--- src/rtl/dec_sched_pkg.sv ---
`default_nettype none
// ============================================================================
// Module   : dec_sched_pkg
// Brief    : Shared types and constants for the decompression job scheduler.
// Revision : 1.0 - initial release
// ============================================================================
package dec_sched_pkg;

   localparam int CYCLE_W     = 32;
   localparam logic [CYCLE_W-1:0] CYCLE_SAT = '1;
   localparam int DESC_ADDR_W = 64;
   localparam int DESC_ID_W   = 8;

   typedef enum logic [1:0] {
      IDLE   = 2'd0,
      LAUNCH = 2'd1,
      RUN    = 2'd2,
      REPORT = 2'd3
   } sched_state_t;

   typedef struct packed {
      logic [DESC_ID_W-1:0]   id;
      logic [DESC_ADDR_W-1:0] src;
      logic [DESC_ADDR_W-1:0] des;
      logic [31:0]            comp_len;
      logic [31:0]            decomp_len;
   } sched_desc_t;

   function automatic logic [CYCLE_W-1:0] sat_inc(input logic [CYCLE_W-1:0] v);
      return (v == CYCLE_SAT) ? v : v + 1'b1;
   endfunction

endpackage
`default_nettype wire

--- src/rtl/dec_job_scheduler_fifo.sv ---
`default_nettype none
// ============================================================================
// Module   : sched_desc_fifo
// Brief    : Synchronous first-word-fall-through FIFO of job descriptors.
// Revision : 1.0 - initial release
// ============================================================================
module sched_desc_fifo
   import dec_sched_pkg::*;
#(
   parameter int DEPTH = 4
) (
   input  logic                   clk,
   input  logic                   rst_n,
   input  logic                   push,
   input  sched_desc_t            push_data,
   input  logic                   pop,
   output sched_desc_t            head,
   output logic                   full,
   output logic                   empty,
   output logic [$clog2(DEPTH):0] count
);

   localparam int c_ptr_w = $clog2(DEPTH);
   localparam logic [c_ptr_w:0] c_depth = (c_ptr_w + 1)'(DEPTH);

   sched_desc_t        r_mem [DEPTH];
   logic [c_ptr_w-1:0] r_wr_ptr;
   logic [c_ptr_w-1:0] r_rd_ptr;
   logic [c_ptr_w:0]   r_count;
   logic               w_wr;
   logic               w_rd;

   // A pop frees the head slot in the same cycle, so a full FIFO may still accept a write.
   assign w_wr  = push && (!full || pop);
   assign w_rd  = pop && !empty;
   assign full  = (r_count == c_depth);
   assign empty = (r_count == '0);
   assign count = r_count;
   assign head  = r_mem[r_rd_ptr];

   always_ff @(posedge clk) begin
      if (w_wr) begin
         r_mem[r_wr_ptr] <= push_data;
      end
   end

   always_ff @(posedge clk) begin
      if (!rst_n) begin
         r_wr_ptr <= '0;
         r_rd_ptr <= '0;
         r_count  <= '0;
      end else begin
         if (w_wr) begin
            r_wr_ptr <= r_wr_ptr + 1'b1;
         end
         if (w_rd) begin
            r_rd_ptr <= r_rd_ptr + 1'b1;
         end
         case ({w_wr, w_rd})
            2'b10:   r_count <= r_count + 1'b1;
            2'b01:   r_count <= r_count - 1'b1;
            default: r_count <= r_count;
         endcase
      end
   end

endmodule
`default_nettype wire

--- src/rtl/dec_job_scheduler.sv ---
`default_nettype none
// ============================================================================
// Module   : dec_job_scheduler
// Brief    : Queues decompression jobs and runs them one at a time on the engine.
// Options  : DEC_SCHED_TIMEOUT_EN enables the RUN-state watchdog.
// Revision : 1.0 - initial release
// ============================================================================
module dec_job_scheduler
   import dec_sched_pkg::*;
#(
   parameter int          ADDR_W         = 64,
   parameter int          ID_W           = 8,
   parameter int          DEPTH          = 4,
   parameter logic [31:0] TIMEOUT_CYCLES = 32'd100000000
) (
   input  logic                   clk,
   input  logic                   rst_n,
   input  logic                   job_valid,
   output logic                   job_ready,
   input  logic [ID_W-1:0]        job_id,
   input  logic [ADDR_W-1:0]      job_src_addr,
   input  logic [ADDR_W-1:0]      job_des_addr,
   input  logic [31:0]            job_comp_len,
   input  logic [31:0]            job_decomp_len,
   output logic                   eng_start,
   output logic [ADDR_W-1:0]      eng_src_addr,
   output logic [ADDR_W-1:0]      eng_des_addr,
   output logic [31:0]            eng_comp_len,
   output logic [31:0]            eng_decomp_len,
   input  logic                   eng_idle,
   input  logic                   eng_done,
   output logic                   cpl_valid,
   input  logic                   cpl_ready,
   output logic [ID_W-1:0]        cpl_id,
   output logic [31:0]            cpl_cycles,
   output logic                   cpl_timeout,
   output logic                   busy,
   output logic [$clog2(DEPTH):0] queue_count
);

   sched_state_t       r_state;
   sched_state_t       w_state_nxt;
   logic               r_ready_en;
   logic               r_start;
   logic               r_armed;
   logic               r_timeout;
   logic [ID_W-1:0]    r_id;
   logic [CYCLE_W-1:0] r_cycles;
   logic [ADDR_W-1:0]  r_eng_src;
   logic [ADDR_W-1:0]  r_eng_des;
   logic [31:0]        r_eng_comp;
   logic [31:0]        r_eng_decomp;
   logic               w_full;
   logic               w_empty;
   logic               w_push;
   logic               w_pop;
   logic               w_done_hit;
   logic               w_wd_hit;
   logic [CYCLE_W-1:0] w_cycles_inc;
   sched_desc_t        w_push_desc;
   sched_desc_t        w_head;

   always_comb begin
      w_push_desc            = '0;
      w_push_desc.id         = DESC_ID_W'(job_id);
      w_push_desc.src        = DESC_ADDR_W'(job_src_addr);
      w_push_desc.des        = DESC_ADDR_W'(job_des_addr);
      w_push_desc.comp_len   = job_comp_len;
      w_push_desc.decomp_len = job_decomp_len;
   end

   assign job_ready = r_ready_en && !w_full;
   assign w_push    = job_valid && job_ready;

   sched_desc_fifo #(
      .DEPTH (DEPTH)
   ) u_fifo (
      .clk       (clk),
      .rst_n     (rst_n),
      .push      (w_push),
      .push_data (w_push_desc),
      .pop       (w_pop),
      .head      (w_head),
      .full      (w_full),
      .empty     (w_empty),
      .count     (queue_count)
   );

   // Done counts only once the engine has been seen low, masking a stale level.
   assign w_done_hit   = r_armed && eng_done;
   assign w_cycles_inc = sat_inc(r_cycles);

`ifdef DEC_SCHED_TIMEOUT_EN
   assign w_wd_hit = (w_cycles_inc >= TIMEOUT_CYCLES);
`else
   assign w_wd_hit = 1'b0;
`endif

   always_ff @(posedge clk) begin
      if (!rst_n) begin
         r_state <= IDLE;
      end else begin
         r_state <= w_state_nxt;
      end
   end

   always_comb begin
      w_state_nxt = r_state;
      w_pop       = 1'b0;
      case (r_state)
         IDLE: begin
            if (!w_empty && eng_idle) begin
               w_state_nxt = LAUNCH;
            end
         end
         LAUNCH: begin
            w_pop       = 1'b1;
            w_state_nxt = RUN;
         end
         RUN: begin
            if (w_done_hit || w_wd_hit) begin
               w_state_nxt = REPORT;
            end
         end
         REPORT: begin
            if (cpl_ready) begin
               w_state_nxt = IDLE;
            end
         end
         default: w_state_nxt = IDLE;
      endcase
   end

   always_ff @(posedge clk) begin
      if (!rst_n) begin
         r_ready_en   <= 1'b0;
         r_start      <= 1'b0;
         r_armed      <= 1'b0;
         r_timeout    <= 1'b0;
         r_id         <= '0;
         r_cycles     <= '0;
         r_eng_src    <= '0;
         r_eng_des    <= '0;
         r_eng_comp   <= '0;
         r_eng_decomp <= '0;
      end else begin
         r_ready_en <= 1'b1;
         r_start    <= (r_state == LAUNCH);
         case (r_state)
            LAUNCH: begin
               r_eng_src    <= w_head.src[ADDR_W-1:0];
               r_eng_des    <= w_head.des[ADDR_W-1:0];
               r_eng_comp   <= w_head.comp_len;
               r_eng_decomp <= w_head.decomp_len;
               r_id         <= w_head.id[ID_W-1:0];
               r_cycles     <= '0;
               r_armed      <= 1'b0;
               r_timeout    <= 1'b0;
            end
            RUN: begin
               r_cycles <= w_cycles_inc;
               if (!eng_done) begin
                  r_armed <= 1'b1;
               end
               if (!w_done_hit && w_wd_hit) begin
                  r_timeout <= 1'b1;
               end
            end
            default: ;
         endcase
      end
   end

   assign eng_start      = r_start;
   assign eng_src_addr   = r_eng_src;
   assign eng_des_addr   = r_eng_des;
   assign eng_comp_len   = r_eng_comp;
   assign eng_decomp_len = r_eng_decomp;
   assign cpl_valid      = (r_state == REPORT);
   assign cpl_id         = r_id;
   assign cpl_cycles     = r_cycles;
   assign cpl_timeout    = r_timeout;
   assign busy           = (r_state != IDLE) || !w_empty;

endmodule
`default_nettype wire

--- config.mk ---
export PLATFORM = sky130hd
export DESIGN_NAME = dec_job_scheduler
export DESIGN_NICKNAME = d
export VERILOG_FILES = /design/src/rtl/dec_sched_pkg.sv /design/src/rtl/dec_job_scheduler_fifo.sv /design/src/rtl/dec_job_scheduler.sv
export SDC_FILE = /design/constraint.sdc
export NUM_CORES = 1
export LEC_CHECK = 0
export CAP_MARGIN = 20
export CORE_MARGIN = 2
export CORE_UTILIZATION = 40
export DETAILED_ROUTE_END_ITERATION = 8
export GPL_TIMING_DRIVEN = 0
export MAX_ROUTING_LAYER = met4
export PLACE_DENSITY = 0.68
export SLEW_MARGIN = 20
export SYNTH_ARGS = -nofsm -noshare
export SYNTH_HDL_FRONTEND = slang
export SYNTH_HIERARCHICAL = 1
export SYNTH_SLANG_ARGS = --single-unit
--- constraint.sdc ---
create_clock -name clk -period 7.25 [get_ports clk]
set_clock_uncertainty 0.05 [all_clocks]
set_input_delay 0.725 -clock clk [delete_from_list [all_inputs] [get_ports clk]]
set_output_delay 0.725 -clock clk [all_outputs]
set_load 0.02 [all_outputs]
After elaboration in Yosys (flattened, before gate mapping)
Memories as Yosys holds them, arrays and structs flattened. A register that Yosys moved wholly into a read port is not among the register bits.
Index checks and enable logic that the tools add are counted.
{"block": "word_totals", "reg_bits": 44, "latchBits": 0, "ramBits": 800, "mem_bits_ro": 0, "input_bits": 206, "mem_count": 1}
{"block": "op_classes", "n_addsub": 5, "mul": 0, "n_div": 0, "order_cmp": 0, "n_eq_ne": 12, "n_shift": 0, "muxes": 13, "bitwise_logic": 0, "reduce_logical": 19}
{"name": "u_fifo.r_mem", "depth": 4, "word_bits": 200, "rd": 1, "rd_clocked_by_memory_dff": 1, "wr": 1, "line_no": "dec_job_scheduler_fifo.sv:26", "text": "sched_desc_t r_mem [DEPTH];"}
{"operator": "$pmux 32 s2", "count": 1}
{"operator": "$add 32x1->32 const B", "count": 1}
{"operator": "$eq 32x32->1 const B", "count": 1}
{"operator": "$mux 32", "count": 1}
{"operator": "$ne 2x2->1 const B", "count": 4}
{"operator": "$pmux 2 s4", "count": 1}
{"operator": "$eq 2x2->1 const B", "count": 3}
{"operator": "$logic_and 1x1->1", "count": 6}
{"operator": "$mux 2", "count": 3}
{"operator": "$pmux 3 s2", "count": 1}
{"operator": "$reduce_bool 2->1", "count": 3}
{"operator": "$mux 1", "count": 5}
{"operator": "$add 2x1->2 const B", "count": 2}
{"operator": "$eq 2x1->1 const B", "count": 2}
{"operator": "$reduce_and 2->1", "count": 2}
{"operator": "$add 3x1->3 const B", "count": 1}
{"operator": "$eq 3x3->1 const B", "count": 1}
{"operator": "$logic_not 1->1", "count": 3}
{"operator": "$logic_not 3->1", "count": 1}
{"operator": "$reduce_and 3->1", "count": 1}
{"operator": "$sub 3x1->3 const B", "count": 1}
{"operator": "$logic_not 2->1", "count": 1}
{"operator": "$logic_or 1x1->1", "count": 2}
{"operator": "$ne 2x1->1 const B", "count": 1}
{"operator": "$pmux 1 s2", "count": 1}

Logic depth before layout (Yosys ltp)
Gate-level depths: netlist of run 1.
{"block": "logic_depth", "depth_word": 7, "ltp_mapped": 11, "ltp_nobuf": 11}

Modules after synthesis
Netlist of run 1, hierarchy kept.
{"module": "sched_desc_fifo", "n_inst": 1, "cells_each": 1098, "area_per_inst_um2": 29363.2}
{"module": "dec_job_scheduler", "n_inst": 1, "cells_each": 920, "area_per_inst_um2": 9098.7}

Worst setup path after synthesis of run 1
No wires, ideal clock.
{"block": "synth_timing", "kind": "reg-to-reg", "startpoint": "register u_fifo.r_count[0] (netlist: u_fifo/count[0])", "endpoint": "memory u_fifo/r_mem[2][100] in the netlist's numbering, enable pin", "setup_ns": 0.585, "arrival_ns": 6.110, "t_required_ns": 6.615, "path_slack_ns": 0.505, "path_stages_with_launch": 6, "path_cell_list": "dfxtp_1 -> nor3b_1 -> nor2b_1 -> and2_1 -> a21boi_1 -> and2_1"}
{"block": "synth_via", "elab_chain_len": 7, "elab_cells_between_ends": 8}
{"element": "start: declaration", "line_no": "dec_job_scheduler_fifo.sv:29", "text": "logic [c_ptr_w:0] r_count;"}
{"element": "start signal: assignment", "line_no": "dec_job_scheduler_fifo.sv:60", "text": "2'b10: r_count <= r_count + 1'b1;"}
{"element": "start signal: assignment", "line_no": "dec_job_scheduler_fifo.sv:61", "text": "2'b01: r_count <= r_count - 1'b1;"}
{"element": "start signal: assignment", "line_no": "dec_job_scheduler_fifo.sv:62", "text": "default: r_count <= r_count;"}
{"element": "$eq 3x3->1", "line_no": "dec_job_scheduler_fifo.sv:36", "text": "assign full = (r_count == c_depth);"}
{"element": "named net w_full", "line_no": "dec_job_scheduler.sv:53", "text": "logic w_full;"}
{"element": "$logic_not 1->1", "line_no": "dec_job_scheduler.sv:72", "text": "assign job_ready = r_ready_en && !w_full;"}
{"element": "$logic_and 1x1->1", "line_no": "dec_job_scheduler.sv:72"}
{"element": "named net job_ready", "line_no": "dec_job_scheduler.sv:19", "text": "output logic job_ready,"}
{"element": "$logic_and 1x1->1", "line_no": "dec_job_scheduler.sv:73", "text": "assign w_push = job_valid && job_ready;"}
{"element": "named net w_push", "line_no": "dec_job_scheduler.sv:55", "text": "logic w_push;"}
{"element": "$logic_and 1x1->1", "line_no": "dec_job_scheduler_fifo.sv:34", "text": "assign w_wr = push && (!full || pop);"}
{"element": "$mux 1", "line_no": "dec_job_scheduler_fifo.sv:42", "text": "if (w_wr) begin"}
{"element": "$mux 1 (not written as such)", "line_no": "dec_job_scheduler_fifo.sv:43", "text": "r_mem[r_wr_ptr] <= push_data;"}
{"element": "end: declaration", "line_no": "dec_job_scheduler_fifo.sv:26"}
The timed path passes the listed nets, and every way through them passes these cells.

Worst setup path after layout of run 1
{"block": "layout_timing", "startpoint": "register u_fifo.r_count[0] (netlist: u_fifo/count[0])", "endpoint": "memory u_fifo/r_mem[3][0] in the netlist's numbering, enable pin"}
{"block": "layout_via", "elab_chain_len": 7, "elab_cells_between_ends": 8}
{"element": "$eq 3x3->1", "line_no": "dec_job_scheduler_fifo.sv:36"}
{"element": "named net w_full", "line_no": "dec_job_scheduler.sv:53"}
{"element": "$logic_not 1->1", "line_no": "dec_job_scheduler.sv:72"}
{"element": "$logic_and 1x1->1", "line_no": "dec_job_scheduler.sv:72"}
{"element": "$logic_and 1x1->1", "line_no": "dec_job_scheduler.sv:73"}
{"element": "named net w_push", "line_no": "dec_job_scheduler.sv:55"}
{"element": "$logic_and 1x1->1", "line_no": "dec_job_scheduler_fifo.sv:34"}
{"element": "$mux 1", "line_no": "dec_job_scheduler_fifo.sv:42"}
{"element": "$mux 1 (not written as such)", "line_no": "dec_job_scheduler_fifo.sv:43"}
The timed path passes the listed nets, and every way through them passes these cells.

==> metrics.csv, run 1 <==
stage,metric,value,unit
routing,detail_route.first_pass.iterations,5,
synthesis,syn_inst,2018,
power_and_ir_drop,cell_internal_pwr,11.4,mW
power_and_ir_drop,p_leak,15.8,nW
timing,setup_viol,0,
run,max_cap_violations,0,
routing,wl,91.5,mm
min_path,hold_start,r_armed$_SDFFE_PN0P_,
power_and_ir_drop,p_switching,3.92,mW
die,dieHeight,314,um
critical_path,r2r-end,u_fifo/r_mem[3][0]$_DFFE_PP_,
timing,hold_violations,0,
global_route,grt_max_degree,44,
global_route,grt_pass1_wl,135,mm
placed_design,io_buffer_count,444,
critical_path,cp_max_fo,42,
synthesis,synth_area,0.0385,mm^2
cells_and_area,areaGrowthSynthToFinish,26.6,%
timing,clock.fmax,295,MHz
die,die_w,314,um
critical_path,slowest_stage,a21boi_1,
critical_path,slowest_delay,0.56,ns
clock_network,cts_sinks,1046,
timing,setup_tns,0,ns
placed_design,dp.cells,3749,
power_and_ir_drop,p_comb_share,18.4,%
run_status,status,"finished, final reports clean",
critical_path,worst_ep_arrival_time,3.70,ns
critical_path,cpLargestDelayFamily,simple AND/OR/NAND/NOR gates,
critical_path,crit_buf_inv,3,
routing,drt.antenna.violating_nets,0,
critical_path,startpoint_type,flip-flop,
synthesis,ys_async_sr_fraction,0,%
die,core,0.0952,mm^2
cells_and_area,mostFrequentLayoutCells,"800 x edfxtp_1, 444 x clkdlybuf4s50_1, 246 x dfxtp_1",
critical_path,ff2ff_path_depth,8,
die,floorplan.die_area,0.0987,mm^2
power_and_ir_drop,seq_power_share,45.9,%
cells_and_area,final_cell_area,0.0487,mm^2
cells_and_area,final_common_cell,edfxtp_1,
critical_path,timing.rr.start,u_fifo/count[0]$_SDFFE_PN0P_,
timing,whs,0.434,ns
critical_path,cp_cell_sequence,nor3b_1 > nor2b_1 > and2_1 > a21boi_1 > and2_4 > buf_16 > buf_16 > buf_16,
power_and_ir_drop,p_sw_share,25.5,%
clock_network,root_buffer,clkbuf_16,
synthesis,synth_nets,2236,
synthesis,ys_types,62,
critical_path,critPathKind,flip-flop to flip-flop,
cells_and_area,drive_gt1_share,16.6,%
clock_network,numCtsBuffers,106,
routing,vias_per_cell,5.09,
global_route,grt_overflow,0,
global_route,grtUsageTotal,19.0,%
synthesis,synth_edf_count,800,
cells_and_area,layout.nets,2810,
placed_design,post_dp_cell_area,0.0451,mm^2
min_path,holdPathEnd,r_armed$_SDFFE_PN0P_,
die,initial_core_util,40.4,%
timing,period_needed,3.39,ns
synthesis,seq_area_frac_synth,75.3,%
die,fp-row-count,113,
timing,grt_setup_unrepaired,no,
timing,finalCritPeriodShare,46.8,%
power_and_ir_drop,power_density,316,mW/mm^2
min_path,holdCritPathClass,flip-flop to flip-flop,
synthesis,ys.flop_type,edfxtp_1,
die,ios,446,
clock_network,cts.clk_slew.worst_paths,0.06,ns
timing,worstMarginPinSlew,1.06,ns
power_and_ir_drop,power.share.clock,35.8,%
synthesis,yosys_warnings,6,
critical_path,worst_ep_required_time,7.55,ns
cells_and_area,finish.utilization,51.2,%
timing,slew_headroom,29.5,%
routing,routedWlPerCell,23.0,um
clock_network,post_cts_buffers,0,
global_route,antenna_found_initial,22,
min_path,hold_path_depth,2,
routing,drc,0,
critical_path,worstSetupEndpointType,flip-flop,
critical_path,cpMostUsedCell,buf_16,
clock_network,cts.htree.levels,3,
clock_network,cts_tree,done,
critical_path,rrSetupSlack,3.86,ns
synthesis,synth-seq-cells,1046,
placed_design,dp_hpwl,60.3,mm
routing,drtIter0Drc,1584,
routing,vias,20200,
clock_network,cts_hold_buf,0,
power_and_ir_drop,peakVddDrop,0.000235,V
synthesis,postSynthAreaPerCell,19.1,um^2
clock_network,clk_latency,0.68,ns
global_route,grt_pass1_vias,21500,
clock_network,cts.repair.resized,0,
cells_and_area,final_cells,3972,
timing,slew_viol_final,0,
placed_design,gp_congestion,0.885,
clock_network,cts_buffer_depth,3,
[cell type report]
cell class                      instances  area, um^2
Fill cell                            7654       46500
Tap cell                             1265        1580
Timing Repair Buffer                  466        5010
Antenna cell                           22        55.1
Multi-Input combinational cell        851        8870
Clock inverter                         55         571
Inverter                               18        67.6
Sequential cell                      1046       28900
Buffer                                103         586
Clock buffer                          146        3000
[registers in the layout, summed over array words and instances (netlist names), named ones only]
| name | flops |
|---|---|
| eng_decomp_len | 32 |
| u_fifo/count | 3 |
| u_fifo/r_wr_ptr | 2 |
| eng_des_addr | 64 |
| cpl_id | 8 |
| cpl_cycles | 32 |
| eng_src_addr | 64 |
| r_armed | 1 |
| eng_comp_len | 32 |
| r_ready_en | 1 |
| eng_start | 1 |
| u_fifo/r_rd_ptr | 2 |
| u_fifo/r_mem | 800 |
| r_state | 2 |
[worst reg2reg max path, stage by stage, from the launching register on]
cell and delay (ns):
dfxtp_1 0.47, nor3b_1 0.11, nor2b_1 0.26, and2_1 0.24, a21boi_1 0.56, and2_4 0.45
buf_16 0.26, buf_16 0.31, buf_16 0.28
[worst max path at each step]
stage	start	endpoint	slack, ns	cells past startpoint
after global routing	rst_n	eng_src_addr[50]$_SDFFE_PN0P_	3.68	6
after detailed placement	rst_n	eng_src_addr[50]$_SDFFE_PN0P_	3.10	6
after global placement	job_valid	u_fifo/r_mem[0][151]$_DFFE_PP_	-4.11	4
after CTS	rst_n	eng_src_addr[50]$_SDFFE_PN0P_	3.82	6
final	u_fifo/count[0]$_SDFFE_PN0P_	u_fifo/r_mem[3][0]$_DFFE_PP_	3.86	8
after floorplan	u_fifo/count[0]$_SDFFE_PN0P_	u_fifo/r_mem[2][100]$_DFFE_PP_	0.51	5
[cell usage after synthesis (18+ instances only)]
cell / number / area share, %
nand2_1: 47 / 0.46
dfxtp_1: 246 / 13
inv_1: 18 / 0.18
mux2i_1: 204 / 5.3
buf_6: 22 / 0.64
mux4_2: 200 / 12
buf_2: 23 / 0.30
clkbuf_1: 43 / 0.42
nor2_1: 222 / 2.2
edfxtp_1: 800 / 62
[through the flow]
stage | worst slack [ns] | total power, mW
2_1_floorplan | 0.505 | 8.83
3_3_place_gp | -4.11 | 10.0
3_5_place_dp | 3.10 | 10.0
4_1_cts | 3.82 | 15.6
5_1_grt | 3.68 | 16.0
6_report | 3.86 | 15.4
[power groups by stage]
stage                     combinational, mW  clock [mW]  sequential (mW)
after global routing                   3.03        5.86             7.09
final                                  2.82        5.50             7.05
after global placement                 2.78           0             7.21
after CTS                              2.88        5.63             7.05
after detailed placement               2.86           0             7.17
after floorplan                        1.37           0             7.47
[cell families (layout without fill, tap and decap cells)]
group / Yosys count / count (layout) / synth area share (%)
AO/OA/AOI/OAI: 73 / 73 / 1.29
other: 1 / 23 / 0.00975
multiplexers: 405 / 405 / 17.0
flip-flops: 1046 / 1046 / 75.3
XOR/XNOR: 2 / 2 / 0.0456
adder cells (fa/ha/maj): 12 / 12 / 0.410
AND/OR/NAND/NOR: 358 / 358 / 4.24
buffers and inverters: 121 / 788 / 1.69
[metal layers]
layer,GRT usage (%),vias up,share of wire [%]
met5,-,-,0
met4,6.37,0,2.2
li1,-,9166,-
met1,23.0,10300,40
met2,31.1,564,50
met3,4.90,126,6.8
Note: power is estimated with default switching activity, not from simulation.
==> run 2: changes to the inputs <==
--- a/config.mk
+++ b/config.mk
@@ -11,7 +11,7 @@
 export DETAILED_ROUTE_END_ITERATION = 8
 export GPL_TIMING_DRIVEN = 0
 export MAX_ROUTING_LAYER = met4
-export PLACE_DENSITY = 0.68
+export PLACE_DENSITY = 0.71
 export SLEW_MARGIN = 20
 export SYNTH_ARGS = -nofsm -noshare
 export SYNTH_HDL_FRONTEND = slang
==> constraint.sdc (replaced) <==
create_clock -name clk -period 3 [get_ports clk]
set_clock_uncertainty 0.05 [all_clocks]
set_input_delay 0.3 -clock clk [delete_from_list [all_inputs] [get_ports clk]]
set_output_delay 0.3 -clock clk [all_outputs]
set_load 0.02 [all_outputs]
==> run 2 against run 1 <==
Sequential power grew 140%. Die area unchanged. Sequential share of layout area rose by 0.15 points. Clock power rose by 140%. Register-to-register slack got worse by 3.7 ns. Final area shrank 0.24%. Sequential cell count stayed put. Utilization fell by 0.12 points.
==> metrics.csv, run 2 (synthesis gave the netlist of run 1 again) <==
stage,metric,value,unit,change
run_status,status,"finished, final reports clean",,
clock_network,numCtsBuffers,104,,-1.9%
die,floorplan.die_area,0.0987,mm^2,unchanged
critical_path,crit_path_start,r_state[1]$_SDFFE_PN0P_,,
clock_network,cts_tree,done,,
global_route,grt_pass1_vias,21500,,-0.29%
clock_network,clk_latency,0.69,ns,about the same
routing,detail_route.first_pass.iterations,5,,unchanged
timing,setup_slack,0.111,ns,-3.74 ns
placed_design,io_buffer_count,444,,unchanged
global_route,grt_overflow,0,,unchanged
routing,drc,0,,unchanged
timing,setup_viol,0,,unchanged
critical_path,worst_ep_arrival_time,3.39,ns,-0.31 ns
timing,grt_setup_unrepaired,yes,,
placed_design,dp_slack,-0.795,ns,-3.89 ns
placed_design,dp_hpwl,60.6,mm,+0.45%
clock_network,cts_buffer_depth,3,,unchanged
run,max_cap_violations,0,,unchanged
critical_path,startpoint_type,flip-flop,,
die,ios,446,,unchanged
clock_network,cts.clk_slew.worst_paths,0.06,ns,about the same
timing,hold_violations,0,,unchanged
timing,slew_viol_final,0,,unchanged
clock_network,cts_sinks,1046,,unchanged
cells_and_area,largest_reg_flops,800,,unchanged
critical_path,timing.rr.start,r_state[1]$_SDFFE_PN0P_,,
routing,routedWlPerCell,23.1,um,+0.19%
cells_and_area,final_common_cell,edfxtp_1,,
timing,slew_headroom,30.7,%,+1.1 points
cells_and_area,top_register,u_fifo/r_mem,,
power_and_ir_drop,peakVddDrop,0.000590,V,+150%
clock_network,cts.htree.levels,3,,unchanged
cells_and_area,mostFrequentLayoutCells,"800 x edfxtp_1, 444 x clkdlybuf4s50_1, 243 x dfxtp_1",,
die,initial_core_util,40.4,%,unchanged
timing,worstMarginPinSlew,1.04,ns,-0.0170 ns
die,core,0.0952,mm^2,unchanged
critical_path,cp_max_fo,10,,-76%
timing,finalCritPeriodShare,96.3,%,+49 points
critical_path,worstSetupEndpointType,flip-flop,,
min_path,holdCritPathClass,input pin to flip-flop,,
global_route,grt_pass1_wl,135,mm,about the same
critical_path,worst_ep_required_time,3.50,ns,-4.05 ns
min_path,hold_start,job_des_addr[8],,
power_and_ir_drop,power_density,760,mW/mm^2,+140%
die,dieHeight,314,um,unchanged
routing,vias,20300,,+0.64%
cells_and_area,areaGrowthSynthToFinish,26.3,%,
routing,drt.antenna.violating_nets,0,,unchanged
timing,period_needed,2.89,ns,-0.506 ns
global_route,grt_max_degree,45,,+2.3%
global_route,antenna_found_initial,19,,-14%
critical_path,critPathKind,flip-flop to flip-flop,,
timing,whs,0.197,ns,-0.237 ns
global_route,grtUsageTotal,18.9,%,-0.13 points
power_and_ir_drop,p_leak,15.8,nW,-0.10%
die,die_w,314,um,unchanged
clock_network,root_buffer,clkbuf_16,,
placed_design,gp_congestion,0.906,,+2.4%
cells_and_area,multi_input_area,0.00891,mm^2,+0.48%
timing,clock.fmax,346,MHz,+18%
die,fp-row-count,113,,unchanged
routing,wl,91.4,mm,-0.12%
cells_and_area,seq_area,0.0290,mm^2,about the same
routing,drtIter0Drc,1588,,+0.25%
cells_and_area,fillers,7536,,-1.5%
routing,vias_per_cell,5.13,,+0.94%
power_and_ir_drop,p_total,36.9,mW,+140%
cells_and_area,layout.nets,2807,,-0.11%
cells_and_area,drive_gt1_share,17.3,%,+0.65 points
-- run 2: metal layers --
| layer | wire, um | track usage [%] | vias up |
|---|---|---|---|
| li1 | - | - | 9138 |
| met1 | 35700 | 22.3 | 10500 |
| met2 | 46800 | 31.3 | 592 |
| met3 | 7180 | 5.42 | 119 |
| met4 | 1720 | 5.56 | 0 |
| met5 | 0 | - | - |
-- run 2: path summary, 6_finish.rpt --
kind	slack [ns]	depth (start not counted)	end
worst max-delay path	0.11	7	eng_decomp_len[17]$_SDFFE_PN0P_
worst min-delay path	0.20	1	u_fifo/r_mem[1][72]$_DFFE_PP_
worst max register to register	0.11	7	eng_decomp_len[17]$_SDFFE_PN0P_
worst min register to register	0.43	2	r_armed$_SDFFE_PN0P_
-- run 2: per-stage QoR --
stage	cells	utilization (%)	cell area, um^2	setup TNS [ns]
6_report	3960	51.0	48600	0
5_1_grt	3958	51.0	48600	-2.10
4_1_cts	3941	50.9	48500	0
3_5_place_dp	3747	47.3	45000	-83.65
3_3_place_gp	3727	46.8	44500	-1156.02
2_1_floorplan	2018	-	38500	-34.67
-- run 2: final cells by class --
| class | count | area share (%) |
|---|---|---|
| Tap cell | 1265 | 3.26 |
| Sequential cell | 1046 | 59.6 |
| Clock buffer | 130 | 5.70 |
| Multi-Input combinational cell | 852 | 18.4 |
| Antenna cell | 18 | 0.0927 |
| Inverter | 18 | 0.139 |
| Buffer | 103 | 1.25 |
| Timing Repair Buffer | 464 | 10.2 |
| Clock inverter | 64 | 1.38 |
-- run 2: worst max-delay path: stages, from the launching register on --
cell      delay, ns
dfxtp_1        0.34
inv_1          0.13
ha_2           0.22
clkbuf_1       0.42
clkbuf_2       0.54
buf_1          0.71
mux2i_1        0.28
nor2_1         0.06
-- run 2: power by group --
group | total, mW | switching, mW | internal, mW
Sequential | 17.0 | 0.463 | 16.6
Clock | 13.0 | 5.36 | 7.65
Combinational | 6.86 | 3.63 | 3.23
-- run 2: repair_timing --
action	CTS	global route
pin swaps	0	3
hold buffers	0	0
cloned	0	1
gates resized for setup	5	23
setup endpoints to repair	36	236
buffers inserted	0	0
==> run 3: changes to the inputs <==
--- a/config.mk
+++ b/config.mk
@@ -10,6 +10,7 @@
 export CORE_UTILIZATION = 40
 export DETAILED_ROUTE_END_ITERATION = 8
 export GPL_TIMING_DRIVEN = 0
+export HOLD_SLACK_MARGIN = 0.03
 export MAX_ROUTING_LAYER = met4
 export PLACE_DENSITY = 0.71
 export SLEW_MARGIN = 20
==> results of run 3 <==
Same layout as run 2: the final DEF is identical, and so are final timing and power.
